<file path="config.mk">
export PLATFORM = sky130hd
export DESIGN_NAME = grid_painter_flat
export DESIGN_NICKNAME = d
export VERILOG_FILES = /design/src/rtl/grid_painter_if.sv /design/src/rtl/grid_painter.sv /design/src/flat_wrapper.sv
export SDC_FILE = /design/constraint.sdc
export NUM_CORES = 1
export LEC_CHECK = 0
export ABC_AREA = 1
export BUFFER_PORTS_ARGS = -buffer_cell sky130_fd_sc_hd__buf_2
export CAP_MARGIN = 20
export CELL_PAD_IN_SITES_DETAIL_PLACEMENT = 0
export CELL_PAD_IN_SITES_GLOBAL_PLACEMENT = 1
export CORE_ASPECT_RATIO = 1.4
export CORE_MARGIN = 1
export CORE_UTILIZATION = 38
export CTS_CLUSTER_DIAMETER = 30
export DETAILED_ROUTE_END_ITERATION = 7
export PLACE_DENSITY = 0.83
export SYNTH_ARGS = -nofsm -noshare
export SYNTH_HDL_FRONTEND = slang
export SYNTH_SLANG_ARGS = --single-unit
</file>
<file path="constraint.sdc">
create_clock -name clock -period 10.27 [get_ports clock]
set_input_delay 0.5135 -clock clock [delete_from_list [all_inputs] [get_ports clock]]
set_output_delay 0.5135 -clock clock [all_outputs]
set_load 0.05 [all_outputs]
</file>
<file path="src/rtl/grid_painter_if.sv">
// Pixel-stream bundle between a grid source and the grid painter.
// The master drives the request and cell grid; the slave (painter) returns pixel writes.
interface grid_painter_if;
    logic        start;
    logic        hold;
    logic [39:0] dataIn [10];
    logic [10:0] x;
    logic [10:0] y;
    logic        pixel_color;
    logic        pixel_write;
    logic        busy;
    logic        done;

    modport master (
        output start,
        output hold,
        output dataIn,
        input  x,
        input  y,
        input  pixel_color,
        input  pixel_write,
        input  busy,
        input  done
    );

    modport slave (
        input  start,
        input  hold,
        input  dataIn,
        output x,
        output y,
        output pixel_color,
        output pixel_write,
        output busy,
        output done
    );
endinterface

</file>
<file path="src/rtl/grid_painter.sv">
// grid_painter: rasterises a 40x10 cell grid into one framebuffer pixel write per cycle.
// Optional macro GRID_PAINTER_GRIDLINES_EN blanks the first row and column of every cell.
module grid_painter #(
    parameter int unsigned CELL_SHIFT = 4,
    parameter int unsigned Y_BASE     = 0
) (
    input  logic          clock,
    input  logic          reset,
    grid_painter_if.slave bus
);
    localparam int unsigned GRID_COLS = 40;
    localparam int unsigned GRID_ROWS = 10;
    localparam logic [10:0] PX_LAST   = 11'((GRID_COLS << CELL_SHIFT) - 1);
    localparam logic [10:0] PY_LAST   = 11'((GRID_ROWS << CELL_SHIFT) - 1);
    localparam logic [10:0] CELL_MASK = 11'((1 << CELL_SHIFT) - 1);
    localparam logic [10:0] Y_OFFSET  = 11'(Y_BASE);

    typedef enum logic {
        IDLE  = 1'b0,
        PAINT = 1'b1
    } state_t;

    state_t      state_reg, state_next;
    logic [10:0] px_reg, px_next;
    logic [10:0] py_reg, py_next;
    logic        last_reg, last_next;
    logic [10:0] x_reg, x_next;
    logic [10:0] y_reg, y_next;
    logic        color_reg, color_next;
    logic        write_reg, write_next;
    logic        busy_reg, busy_next;
    logic        done_reg, done_next;
    logic        capture;

    logic [GRID_COLS-1:0] snapshot_reg [GRID_ROWS];

    logic [10:0]          cell_row;
    logic [10:0]          cell_col;
    logic [GRID_ROWS-1:0] row_hit;
    logic [GRID_COLS-1:0] col_hit;
    logic [GRID_COLS-1:0] row_bits;
    logic                 cell_value;
    logic                 on_gridline;
    logic                 cell_color;

    // Snapshot isolates the frame in progress from later dataIn changes.
    always_ff @(posedge clock) begin
        if (capture) begin
            for (int r = 0; r < GRID_ROWS; r++) begin
                snapshot_reg[r] <= bus.dataIn[r];
            end
        end
    end

    assign cell_row = py_reg >> CELL_SHIFT;
    assign cell_col = px_reg >> CELL_SHIFT;

    generate
        for (genvar gi = 0; gi < GRID_ROWS; gi++) begin : g_row_dec
            assign row_hit[gi] = (cell_row == 11'(gi));
        end
        for (genvar gi = 0; gi < GRID_COLS; gi++) begin : g_col_dec
            assign col_hit[gi] = (cell_col == 11'(gi));
        end
    endgenerate

    always_comb begin
        row_bits = '0;
        for (int r = 0; r < GRID_ROWS; r++) begin
            if (row_hit[r]) begin
                row_bits = row_bits | snapshot_reg[r];
            end
        end
    end

    assign cell_value = |(row_bits & col_hit);

`ifdef GRID_PAINTER_GRIDLINES_EN
    assign on_gridline = ((px_reg & CELL_MASK) == 11'd0) || ((py_reg & CELL_MASK) == 11'd0);
`else
    assign on_gridline = 1'b0;
`endif

    assign cell_color = cell_value & ~on_gridline;

    always_comb begin
        state_next = state_reg;
        px_next    = px_reg;
        py_next    = py_reg;
        last_next  = last_reg;
        x_next     = x_reg;
        y_next     = y_reg;
        color_next = color_reg;
        write_next = 1'b0;
        busy_next  = busy_reg;
        done_next  = 1'b0;
        capture    = 1'b0;

        case (state_reg)
            IDLE: begin
                busy_next = 1'b0;
                if (bus.start) begin
                    capture    = 1'b1;
                    px_next    = '0;
                    py_next    = '0;
                    last_next  = 1'b0;
                    busy_next  = 1'b1;
                    state_next = PAINT;
                end
            end
            PAINT: begin
                if (last_reg) begin
                    // Final pixel already presented: close the frame on this edge.
                    state_next = IDLE;
                    last_next  = 1'b0;
                    busy_next  = 1'b0;
                    done_next  = 1'b1;
                end else if (!bus.hold) begin
                    write_next = 1'b1;
                    x_next     = px_reg;
                    y_next     = py_reg + Y_OFFSET;
                    color_next = cell_color;
                    if (px_reg == PX_LAST) begin
                        px_next = '0;
                        if (py_reg == PY_LAST) begin
                            last_next = 1'b1;
                        end else begin
                            py_next = py_reg + 11'd1;
                        end
                    end else begin
                        px_next = px_reg + 11'd1;
                    end
                end
            end
            default: begin
                state_next = IDLE;
            end
        endcase
    end

    always_ff @(posedge clock) begin
        if (reset) begin
            state_reg <= IDLE;
            px_reg    <= '0;
            py_reg    <= '0;
            last_reg  <= 1'b0;
            x_reg     <= '0;
            y_reg     <= '0;
            color_reg <= 1'b0;
            write_reg <= 1'b0;
            busy_reg  <= 1'b0;
            done_reg  <= 1'b0;
        end else begin
            state_reg <= state_next;
            px_reg    <= px_next;
            py_reg    <= py_next;
            last_reg  <= last_next;
            x_reg     <= x_next;
            y_reg     <= y_next;
            color_reg <= color_next;
            write_reg <= write_next;
            busy_reg  <= busy_next;
            done_reg  <= done_next;
        end
    end

    assign bus.x           = x_reg;
    assign bus.y           = y_reg;
    assign bus.pixel_color = color_reg;
    assign bus.pixel_write = write_reg;
    assign bus.busy        = busy_reg;
    assign bus.done        = done_reg;
endmodule

</file>
<file path="src/flat_wrapper.sv">
// flat-port wrapper written by rule: the top's interface ports become plain ports
module grid_painter_flat 
#(
    parameter int unsigned CELL_SHIFT = 4,
    parameter int unsigned Y_BASE     = 0
)
  (clock, reset, bus_start, bus_hold, bus_dataIn, bus_x, bus_y, bus_pixel_color, bus_pixel_write, bus_busy, bus_done);
  grid_painter_if bus_i ();
  input  logic clock;
  input  logic reset;
  input wire logic [$bits(bus_i.start)-1:0] bus_start;
  input wire logic [$bits(bus_i.hold)-1:0] bus_hold;
  input wire logic [$bits(bus_i.dataIn)-1:0] bus_dataIn;
  output wire logic [$bits(bus_i.x)-1:0] bus_x;
  output wire logic [$bits(bus_i.y)-1:0] bus_y;
  output wire logic [$bits(bus_i.pixel_color)-1:0] bus_pixel_color;
  output wire logic [$bits(bus_i.pixel_write)-1:0] bus_pixel_write;
  output wire logic [$bits(bus_i.busy)-1:0] bus_busy;
  output wire logic [$bits(bus_i.done)-1:0] bus_done;
  assign bus_i.start = bus_start;
  assign bus_i.hold = bus_hold;
  assign bus_i.dataIn = {>>{bus_dataIn}};
  assign bus_x = bus_i.x;
  assign bus_y = bus_i.y;
  assign bus_pixel_color = bus_i.pixel_color;
  assign bus_pixel_write = bus_i.pixel_write;
  assign bus_busy = bus_i.busy;
  assign bus_done = bus_i.done;
  grid_painter #(.CELL_SHIFT(CELL_SHIFT), .Y_BASE(Y_BASE)) u_core (.clock(clock), .reset(reset), .bus(bus_i));
endmodule
</file>
==> flow_metrics.env, run 1 <==
export IMPL_ir_drop_mv=0.145
export IMPL_core_region_area_um2=47200
export IMPL_vias=14200
export IMPL_clk_latency_ns=0.60
export IMPL_crit_required_ns=10.82
export IMPL_reg2reg_slack_ns=6.63
export IMPL_die_width_um=187
export IMPL_syn_area_per_cell_um2=11.3
export IMPL_fillCellCount=4175
export IMPL_synth_cells=1606
export IMPL_ys_ff_latch=450
export IMPL_grt_pass1_vias=13600
export IMPL_grt_usage_pct=24.5
export IMPL_syn_area_um2=18200
export IMPL_final_hold_viol_count=0
export IMPL_powerDensity_nw_per_um2=210
export IMPL_hold_path_class="in2reg"
export IMPL_placed_area_um2=20900
export IMPL_grt_pass1_wl_um=85900
export IMPL_tns_ns=0
export IMPL_layout_area_overhead_vs_synth_pct=30.0
export IMPL_cts_sinks=450
export IMPL_drtPass1Iterations=6
export IMPL_rsz0062_at_grt="no"
export IMPL_cts_resized_gates=0
export IMPL_maxCapViolCount=0
export IMPL_portBuffers=429
export IMPL_grt_ovfl_total=0
export IMPL_ant_nets=0
export IMPL_fin_skew_ns=0.0278
export IMPL_cts_made_buffers=77
export IMPL_antenna_found_initial=33
export IMPL_remaining_drc_errors=0
export IMPL_tritoncts="yes"
export IMPL_drtIter0Drc=1452
export IMPL_tightestPinTransition_ns=1.14
export IMPL_start_kind="register"
export IMPL_ys_seq_area_share_pct=71.4
export IMPL_drive_above_1_share_pct=29.0
export IMPL_root_buffer="clkbuf_16"
export IMPL_grt_max_degree=128
export IMPL_slew_violations=0
export IMPL_relSlewSlack_pct=23.6
export IMPL_num_rows=94
export IMPL_worst_slack_ns=6.63
export IMPL_fin_crit_sh_pct=35.5
export IMPL_syn_nets=2012
export IMPL_clk_path_buf_depth=3
export IMPL_initial_core_util_pct=38.6
export IMPL_die_h_um=261
export IMPL_holdBufCountCts=0
export IMPL_path_max_fanout=98
export IMPL_cellLeakagePower_nw=9.88
export IMPL_fmaxAchievable_mhz=274
export IMPL_io_pins=430
export IMPL_via_per_inst=5.13
export IMPL_setup_violations=0
export IMPL_period_needed_ns=3.64
export IMPL_final_cells=2765
export IMPL_ctsHtreeMaxLevel=3
export IMPL_wire_per_inst_um=22.2
export IMPL_worstPathArrival_ns=4.20
export IMPL_fin_util_pct=50.2
export IMPL_final_nets=2460
export IMPL_dpl_cell_count=2599
export IMPL_die_area_um2=48800
export IMPL_path_clk_slew_ns=0.06
export IMPL_design_area_um2=23700
export IMPL_pre_cts_slack_ns=6.64
export IMPL_crit_path_end_kind="register"
export IMPL_cts_setup_buffers=0
export IMPL_hpwlAfterDp_um=43400
export IMPL_netlist_cell_type_count=35
export IMPL_largest_reg_flops=400
export IMPL_gp_congestion=0.890
export IMPL_yosysWarnings=0
export IMPL_wirelength_um=61400
export IMPL_critPathKind="reg2reg"
export IMPL_status="finished clean"
## path summary, 6_finish.rpt
kind | to | start | depth (start not counted)
max | u_core.bus.pixel_color$_SDFFE_PP0P_ | u_core.py_reg[10]$_SDFFE_PP0P_ | 18
min | u_core.snapshot_reg[1][16]$_DFFE_PP_ | bus_dataIn[336] | 1
max reg2reg | u_core.bus.pixel_color$_SDFFE_PP0P_ | u_core.py_reg[10]$_SDFFE_PP0P_ | 18
min reg2reg | u_core.px_reg[0]$_SDFFE_PP0P_ | u_core.px_reg[0]$_SDFFE_PP0P_ | 2
## metrics by stage
step	power, mW	hold WS (ns)
3_5_place_dp	2.38	0.489
5_1_grt	5.12	0.0536
2_1_floorplan	2.28	0.463
3_3_place_gp	2.38	0.470
6_report	4.98	0.0794
4_1_cts	5.02	0.0396
## layout by cell type (no fill, tap or decap), drive strengths merged
master / count
ha: 2
buf: 445
clkbuf: 87
diode: 24
nand4: 6
nand3b: 12
dfxtp: 50
nor3: 14
a221oi: 1
o21bai: 1
nor3b: 2
o21a: 1
a21oi: 38
nor2: 170
inv: 87
a31oi: 3
a32o: 1
nand3: 328
clkinvlp: 7
nor4: 2
nand2: 385
clkinv: 25
bufinv: 7
a211oi: 3
o21ai: 39
edfxtp: 400
and3: 1
## per-layer routing
metal / vias up / global-route usage, % / part of all wire (%)
li1: 6565 / - / -
met1: 6691 / 28.6 / 37
met2: 753 / 41.7 / 51
met3: 152 / 4.86 / 7.1
met4: 16 / 14.9 / 4.5
met5: - / 0 / 0.14
## power breakdown
part / total (mW) / leakage, nW / internal, mW / switching, mW
Combinational: 0.202 / 4.36 / 0.0732 / 0.128
Clock: 2.63 / 1.30 / 1.66 / 0.975
Sequential: 2.15 / 4.22 / 2.11 / 0.0345
Total: 4.98 / 9.88 / 3.84 / 1.14
## critical path, cell delays in order (launching register included)
cell and delay (ns):
dfxtp_1 0.32, inv_1 0.11, nand2_2 0.08, nor2_4 0.07, buf_4 0.74, buf_4 0.82, nand2_1 0.19, inv_2 0.44
nand2_1 0.14, nand2_1 0.08, nand3b_1 0.12, nand2_1 0.06, nand2_1 0.06, nor2_1 0.06, nand2_1 0.06, nor2_1 0.04
nand3_1 0.05, nand2_1 0.05, inv_1 0.05
## cells by family (layout without fill, tap and decap cells)
kind of cell / Yosys count / after routing / share of synthesized area [%]
and+or+nand+nor: 920 / 920 / 22.2
adders and majority gates: 2 / 2 / 0.137
buffers and inverters: 147 / 658 / 3.70
DFF: 450 / 450 / 71.4
other: 0 / 24 / 0
AOI/OAI and AO/OA: 87 / 87 / 2.53
## area by class of cell
type                            instances  area, um2  share of cell area [%]
Clock inverter                         55        657                    2.77
Tap cell                              624        781                    3.30
Antenna cell                           24       60.1                   0.254
Multi-Input combinational cell       1009       4590                    19.4
Timing Repair Buffer                  445       2270                    9.57
Sequential cell                       450      13000                    54.9
Inverter                               71        275                    1.16
Clock buffer                           87       2050                    8.65
## Yosys cell counts, drive strengths merged
cell | instances | area [um2]
buf | 58 | 339
clkbuf | 18 | 67.6
clkinv | 2 | 8.75
o21ai | 39 | 195
nor4 | 2 | 12.5
edfxtp | 400 | 12000
nor3b | 2 | 15.0
o21a | 1 | 7.51
nand3b | 12 | 90.1
nand3 | 328 | 1650
nor3 | 14 | 91.3
a21oi | 38 | 190
nand4 | 6 | 37.5
nand2 | 385 | 1460
dfxtp | 50 | 1000
a31oi | 3 | 18.8
o21bai | 1 | 7.51
a32o | 1 | 10.0
inv | 69 | 259
a221oi | 1 | 8.76
ha | 2 | 25.0
and3 | 1 | 6.26
a211oi | 3 | 22.5
nor2 | 170 | 681
Note: power is estimated with default switching activity, not from simulation.
==> inputs of run 2 (changes only) <==
--- a/config.mk
+++ b/config.mk
@@ -5,17 +5,17 @@
 export SDC_FILE = /design/constraint.sdc
 export NUM_CORES = 1
 export LEC_CHECK = 0
-export ABC_AREA = 1
+export ABC_AREA = 0
 export BUFFER_PORTS_ARGS = -buffer_cell sky130_fd_sc_hd__buf_2
 export CAP_MARGIN = 20
 export CELL_PAD_IN_SITES_DETAIL_PLACEMENT = 0
 export CELL_PAD_IN_SITES_GLOBAL_PLACEMENT = 1
 export CORE_ASPECT_RATIO = 1.4
 export CORE_MARGIN = 1
-export CORE_UTILIZATION = 38
+export CORE_UTILIZATION = 40
 export CTS_CLUSTER_DIAMETER = 30
 export DETAILED_ROUTE_END_ITERATION = 7
-export PLACE_DENSITY = 0.83
+export PLACE_DENSITY = 0.84
 export SYNTH_ARGS = -nofsm -noshare
 export SYNTH_HDL_FRONTEND = slang
 export SYNTH_SLANG_ARGS = --single-unit
==> constraint.sdc (replaced) <==
create_clock -name clock -period 3.1 [get_ports clock]
set_input_delay 0.155 -clock clock [delete_from_list [all_inputs] [get_ports clock]]
set_output_delay 0.155 -clock clock [all_outputs]
set_load 0.05 [all_outputs]
==> flow_metrics.env, run 2 <==
export IMPL_status="finished clean"
export IMPL_path_max_fanout=8
export IMPL_synth_flop_cell="edfxtp_1"
export IMPL_synth_cells=1167
export IMPL_placed_area_um2=21300
export IMPL_clk_path_buf_depth=3
export IMPL_portBuffers=429
export IMPL_num_rows=91
export IMPL_crit_required_ns=3.56
export IMPL_synth_area_leaders="edfxtp_1, dfxtp_1, mux2i_1"
export IMPL_die_width_um=181
export IMPL_vias=15100
export IMPL_ys_seq_area_share_pct=72.5
export IMPL_syn_nets=1573
export IMPL_antenna_found_initial=7
export IMPL_grt_ovfl_total=0
export IMPL_largest_reg_flops=400
export IMPL_clk_latency_ns=0.64
export IMPL_setup_violations=0
export IMPL_ant_nets=0
export IMPL_fin_crit_sh_pct=96.9
export IMPL_design_area_um2=27900
export IMPL_worstPathArrival_ns=3.46
export IMPL_start_kind="register"
export IMPL_layout_area_overhead_vs_synth_pct=55.5
export IMPL_grt_usage_pct=31.3
export IMPL_grt_pass1_vias=16100
export IMPL_final_nets=2498
export IMPL_ys_top_cells_by_count="edfxtp_1, nand2_1, nor2_1, dfxtp_1"
export IMPL_crit_path_end_kind="register"
export IMPL_netlist_cell_type_count=87
export IMPL_critPathKind="reg2reg"
export IMPL_grt_pass1_wl_um=102000
export IMPL_fin_util_pct=63.2
export IMPL_worst_slack_ns=0.0948
export IMPL_hold_path_class="in2reg"
export IMPL_drive_above_1_share_pct=33.1
export IMPL_cts_made_buffers=75
export IMPL_synth_top_cell_by_area="edfxtp_1"
export IMPL_rsz0062_at_grt="no"
export IMPL_yosysWarnings=0
export IMPL_die_area_um2=45800
export IMPL_final_hold_viol_count=0
export IMPL_yosys_cell_count_top_type="edfxtp_1"
export IMPL_die_h_um=253
export IMPL_powerDensity_nw_per_um2=608
export IMPL_whs_ns=0.0647
export IMPL_synth_edf_count=400
export IMPL_remaining_drc_errors=0
export IMPL_cts_sinks=450
export IMPL_syn_area_per_cell_um2=15.4
export IMPL_wire_per_inst_um=26.7
export IMPL_tightestPinTransition_ns=0.816
export IMPL_ys_ff_latch=450
export IMPL_io_pins=430
export IMPL_gp_congestion=0.938
export IMPL_fmaxAchievable_mhz=333
export IMPL_core_region_area_um2=44200
export IMPL_ctsHtreeMaxLevel=3
export IMPL_syn_area_um2=18000
export IMPL_cellLeakagePower_nw=10.7
export IMPL_final_common_cell="buf_2"
export IMPL_synth_top_area_share_pct=66.9
export IMPL_tritoncts="yes"
export IMPL_relSlewSlack_pct=45.2
export IMPL_maxCapViolCount=0
export IMPL_drtPass1Iterations=6
export IMPL_initial_core_util_pct=40.6
export IMPL_wirelength_um=72600
export IMPL_cts_setup_buffers=0
export IMPL_period_needed_ns=3.01
export IMPL_grt_max_degree=121
export IMPL_root_buffer="clkbuf_16"
export IMPL_fin_skew_ns=0.0369
export IMPL_via_per_inst=5.54
export IMPL_slew_violations=0
export IMPL_path_clk_slew_ns=0.05
export IMPL_pre_cts_slack_ns=-0.284
export IMPL_ys_async_sr_fraction_pct=0
export IMPL_ir_drop_mv=0.524
export IMPL_hpwlAfterDp_um=47300
export IMPL_layout_common_cells="buf_2, dlygate4sd3_1, edfxtp_1"
export IMPL_drtIter0Drc=1264
## run 2: stage by stage
| stage | power (mW) | instances | setup TNS [ns] |
|---|---|---|---|
| after global placement | 7.97 | 2172 | -0.327 |
| final | 17.0 | 2721 | 0 |
| after CTS | 16.8 | 2712 | 0 |
| after global routing | 17.3 | 2719 | 0 |
| after floorplan | 7.54 | 1167 | -1518.01 |
| after detailed placement | 7.98 | 2172 | -0.284 |
## run 2: kinds of logic (layout without fill, tap and decap cells)
family	after synthesis	after routing	share of synthesized area (%)
buffers and inverters	69	1056	2.10
multiplexers	79	79	5.30
AND/OR/NAND/NOR	325	325	9.84
flip-flops	450	450	72.5
other	0	9	0
AO/OA/AOI/OAI	226	226	9.37
adder cells (fa/ha/maj)	2	2	0.139
XOR/XNOR	16	16	0.780
## run 2: routing by layer
metal | GRT usage (%) | routed length (um)
met5 | 0 | 0
met3 | 5.27 | 4530
met4 | 21.6 | 4800
met2 | 55.9 | 37900
met1 | 33.8 | 25400
## run 2: repair_timing
action,4_1_cts,5_1_grt
pin swaps,0,2
cloned,0,0
hold buffers,401,0
gates resized for setup,2,3
hold endpoints to repair,404,0
endpoints found under the setup margin,1,1
## run 2: final cells by class
class | count | area, um2
Antenna cell | 9 | 22.5
Clock buffer | 79 | 1910
Clock inverter | 60 | 699
Fill cell | 3131 | 16300
Inverter | 5 | 22.5
Multi-Input combinational cell | 648 | 4590
Sequential cell | 450 | 13000
Tap cell | 558 | 698
Timing Repair Buffer | 912 | 6960
## run 2: worst paths after layout
check | startpoint | cells past startpoint | endpoint | slack, ns
setup reg to reg | u_core.py_reg[8]$_SDFFE_PP0P_ | 11 | u_core.bus.pixel_color$_SDFFE_PP0P_ | 0.09
hold / removal | reset | 2 | u_core.last_reg$_SDFFE_PP0P_ | 0.06
setup / recovery | u_core.py_reg[8]$_SDFFE_PP0P_ | 11 | u_core.bus.pixel_color$_SDFFE_PP0P_ | 0.09
hold reg to reg | u_core.bus.x[3]$_SDFFE_PP0P_ | 2 | u_core.bus.x[3]$_SDFFE_PP0P_ | 0.45
## run 2: worst max-delay path, stage by stage (launching register included)
cell       delay [ns]
dfxtp_1          0.56
buf_4            0.22
nor4_4           0.06
buf_4            0.19
and3_1           0.18
a2111oi_2        0.49
buf_4            0.21
o311ai_0         0.16
o211a_1          0.16
nor4_1           0.25
and4_1           0.26
a311oi_2         0.10
## run 2: report_power, final
group	internal, mW	total (mW)	leakage, nW	switching (mW)
logic	0.634	1.15	5.15	0.518
registers	7.02	7.19	4.23	0.167
clock network	5.25	8.63	1.27	3.39
==> inputs of run 3 (changes only) <==
--- a/config.mk
+++ b/config.mk
@@ -12,10 +12,12 @@
 export CELL_PAD_IN_SITES_GLOBAL_PLACEMENT = 1
 export CORE_ASPECT_RATIO = 1.4
 export CORE_MARGIN = 1
-export CORE_UTILIZATION = 40
+export CORE_UTILIZATION = 41
+export CTS_BUF_LIST = sky130_fd_sc_hd__clkbuf_8
 export CTS_CLUSTER_DIAMETER = 30
 export DETAILED_ROUTE_END_ITERATION = 7
-export PLACE_DENSITY = 0.84
+export PLACE_DENSITY = 0.85
+export REMOVE_ABC_BUFFERS = 1
 export SYNTH_ARGS = -nofsm -noshare
 export SYNTH_HDL_FRONTEND = slang
 export SYNTH_SLANG_ARGS = --single-unit
==> flow_metrics.env, run 3 (same netlist as run 2, synthesis figures left out) <==
export IMPL_status="finished clean"
export IMPL_fin_crit_sh_pct=95.7
export IMPL_final_hold_viol_count=0
export IMPL_cts_sinks=450
export IMPL_num_rows=90
export IMPL_fin_skew_ns=0.0369
export IMPL_tritoncts="yes"
export IMPL_hpwlAfterDp_um=44700
export IMPL_grt_pass1_wl_um=102000
export IMPL_seq_area_um2=13000
export IMPL_hold_path_class="in2reg"
export IMPL_design_area_um2=27000
export IMPL_relSlewSlack_pct=49.4
export IMPL_path_clk_slew_ns=0.07
export IMPL_root_buffer="clkbuf_8"
export IMPL_fillCellCount=3076
export IMPL_remaining_drc_errors=0
export IMPL_maxCapViolCount=0
export IMPL_vias=15200
export IMPL_clk_path_buf_depth=3
export IMPL_path_max_fanout=7
export IMPL_multi_input_area_um2=4580
export IMPL_tns_ns=0
export IMPL_tightestPinTransition_ns=0.756
export IMPL_fin_util_pct=62.6
export IMPL_core_region_area_um2=43100
export IMPL_p_int_mw=11.1
export IMPL_wirelength_um=71600
export IMPL_fmaxAchievable_mhz=337
export IMPL_initial_core_util_pct=41.6
export IMPL_grt_max_degree=73
export IMPL_drtPass1Iterations=7
export IMPL_whs_ns=0.198
export IMPL_setup_violations=0
export IMPL_die_h_um=250
export IMPL_cellLeakagePower_nw=10.3
export IMPL_rsz0062_at_grt="no"
export IMPL_placed_area_um2=21200
export IMPL_die_area_um2=44600
export IMPL_io_pins=430
export IMPL_final_nets=2506
export IMPL_p_clk_share_pct=42.4
export IMPL_pwr_share_comb_pct=8.0
export IMPL_via_per_inst=5.59
export IMPL_powerDensity_nw_per_um2=535
export IMPL_cts_made_buffers=80
export IMPL_drive_above_1_share_pct=32.4
export IMPL_slew_violations=0
export IMPL_ctsHtreeMaxLevel=3
export IMPL_gp_congestion=0.921
export IMPL_ir_drop_mv=0.341
export IMPL_pre_cts_slack_ns=0.108
export IMPL_wire_per_inst_um=26.3
export IMPL_critPathKind="reg2reg"
export IMPL_final_common_cell="buf_2"
export IMPL_seq_power_share_pct=49.6
export IMPL_portBuffers=429
export IMPL_grt_usage_pct=32.2
export IMPL_antenna_found_initial=4
export IMPL_grt_pass1_vias=16300
export IMPL_period_needed_ns=2.97
export IMPL_worst_slack_ns=0.134
export IMPL_clk_latency_ns=0.66
export IMPL_layout_common_cells="buf_2, dlygate4sd3_1, edfxtp_1"
export IMPL_sw_frac_of_total_pct=23.5
export IMPL_switchingPower_mw=3.40
export IMPL_largest_reg_flops=400
export IMPL_grt_ovfl_total=0
export IMPL_ant_nets=0
export IMPL_worstPathArrival_ns=3.50
export IMPL_layout_area_overhead_vs_synth_pct=50.4
export IMPL_crit_required_ns=3.63
export IMPL_drtIter0Drc=1317
export IMPL_crit_path_end_kind="register"
export IMPL_die_width_um=179
export IMPL_start_kind="register"
run 3: changes by cell type in the layout (fill, tap and decap cells not counted), moves of 6 or more:
| cell | delta |
|---|---|
| inv_8 | -6 |
| inv_6 | -9 |
| clkbuf_8 | +88 |
| clkinv_4 | -7 |
| inv_1 | +14 |
| clkbuf_16 | -76 |
run 3: layer usage:
metal | global-route usage (%) | part of all wire [%]
met2 | 54.5 | 51
met3 | 5.97 | 7.9
met1 | 35.4 | 34
met4 | 24.7 | 7.8
met5 | 0 | 0
run 3: power by group through the flow:
stage	clock, mW	combinational, mW	sequential (mW)
after global placement	0	0.687	7.27
after floorplan	0	0.237	7.34
final	6.13	1.15	7.17
after detailed placement	0	0.695	7.27
after global routing	6.42	1.21	7.18
after CTS	6.06	1.10	7.15
run 3: timing repair:
item                                    4_1_cts  5_1_grt
hold endpoints to repair                    430        0
gates resized for setup                       0        2
hold buffers                                405        0
endpoints found under the setup margin        0        1
buffers inserted                              0        1
run 3: area by class of cell:
| cell class | count | area share (%) |
|---|---|---|
| multi-input cells | 648 | 17.0 |
| diodes | 5 | 0.0463 |
| clock inverters | 56 | 1.95 |
| well taps | 552 | 2.56 |
| inverters | 5 | 0.0973 |
| repair buffers | 915 | 25.7 |
| flip-flops and latches | 450 | 48.2 |
| clock buffers | 88 | 4.49 |
run 3: critical path, stage by stage, from the launching register on:
cell       delay, ns
dfxtp_1         0.47
buf_4           0.20
or3b_4          0.22
nor2_4          0.06
a2111oi_0       0.48
buf_4           0.18
o311ai_0        0.16
buf_4           0.20
o211a_1         0.10
nor4_1          0.41
and4_1          0.28
a311oi_2        0.08
run 3: path summary, 6_finish.rpt:
path                                                              to  slack [ns]                            from  depth (start not counted)
worst max-delay path             u_core.bus.pixel_color$_SDFFE_PP0P_        0.13  u_core.py_reg[10]$_SDFFE_PP0P_                         11
worst min-delay path            u_core.snapshot_reg[4][18]$_DFFE_PP_        0.20                 bus_dataIn[218]                          2
worst max register to register   u_core.bus.pixel_color$_SDFFE_PP0P_        0.13  u_core.py_reg[10]$_SDFFE_PP0P_                         11
worst min register to register          u_core.bus.x[4]$_SDFFE_PP0P_        0.46    u_core.bus.x[4]$_SDFFE_PP0P_                          2
run 3: metrics by stage:
stage          power (mW)  instances
2_1_floorplan        7.58       1103
3_3_place_gp         7.96       2164
3_5_place_dp         7.97       2164
4_1_cts              14.3       2713
5_1_grt              14.8       2718
6_report             14.5       2719
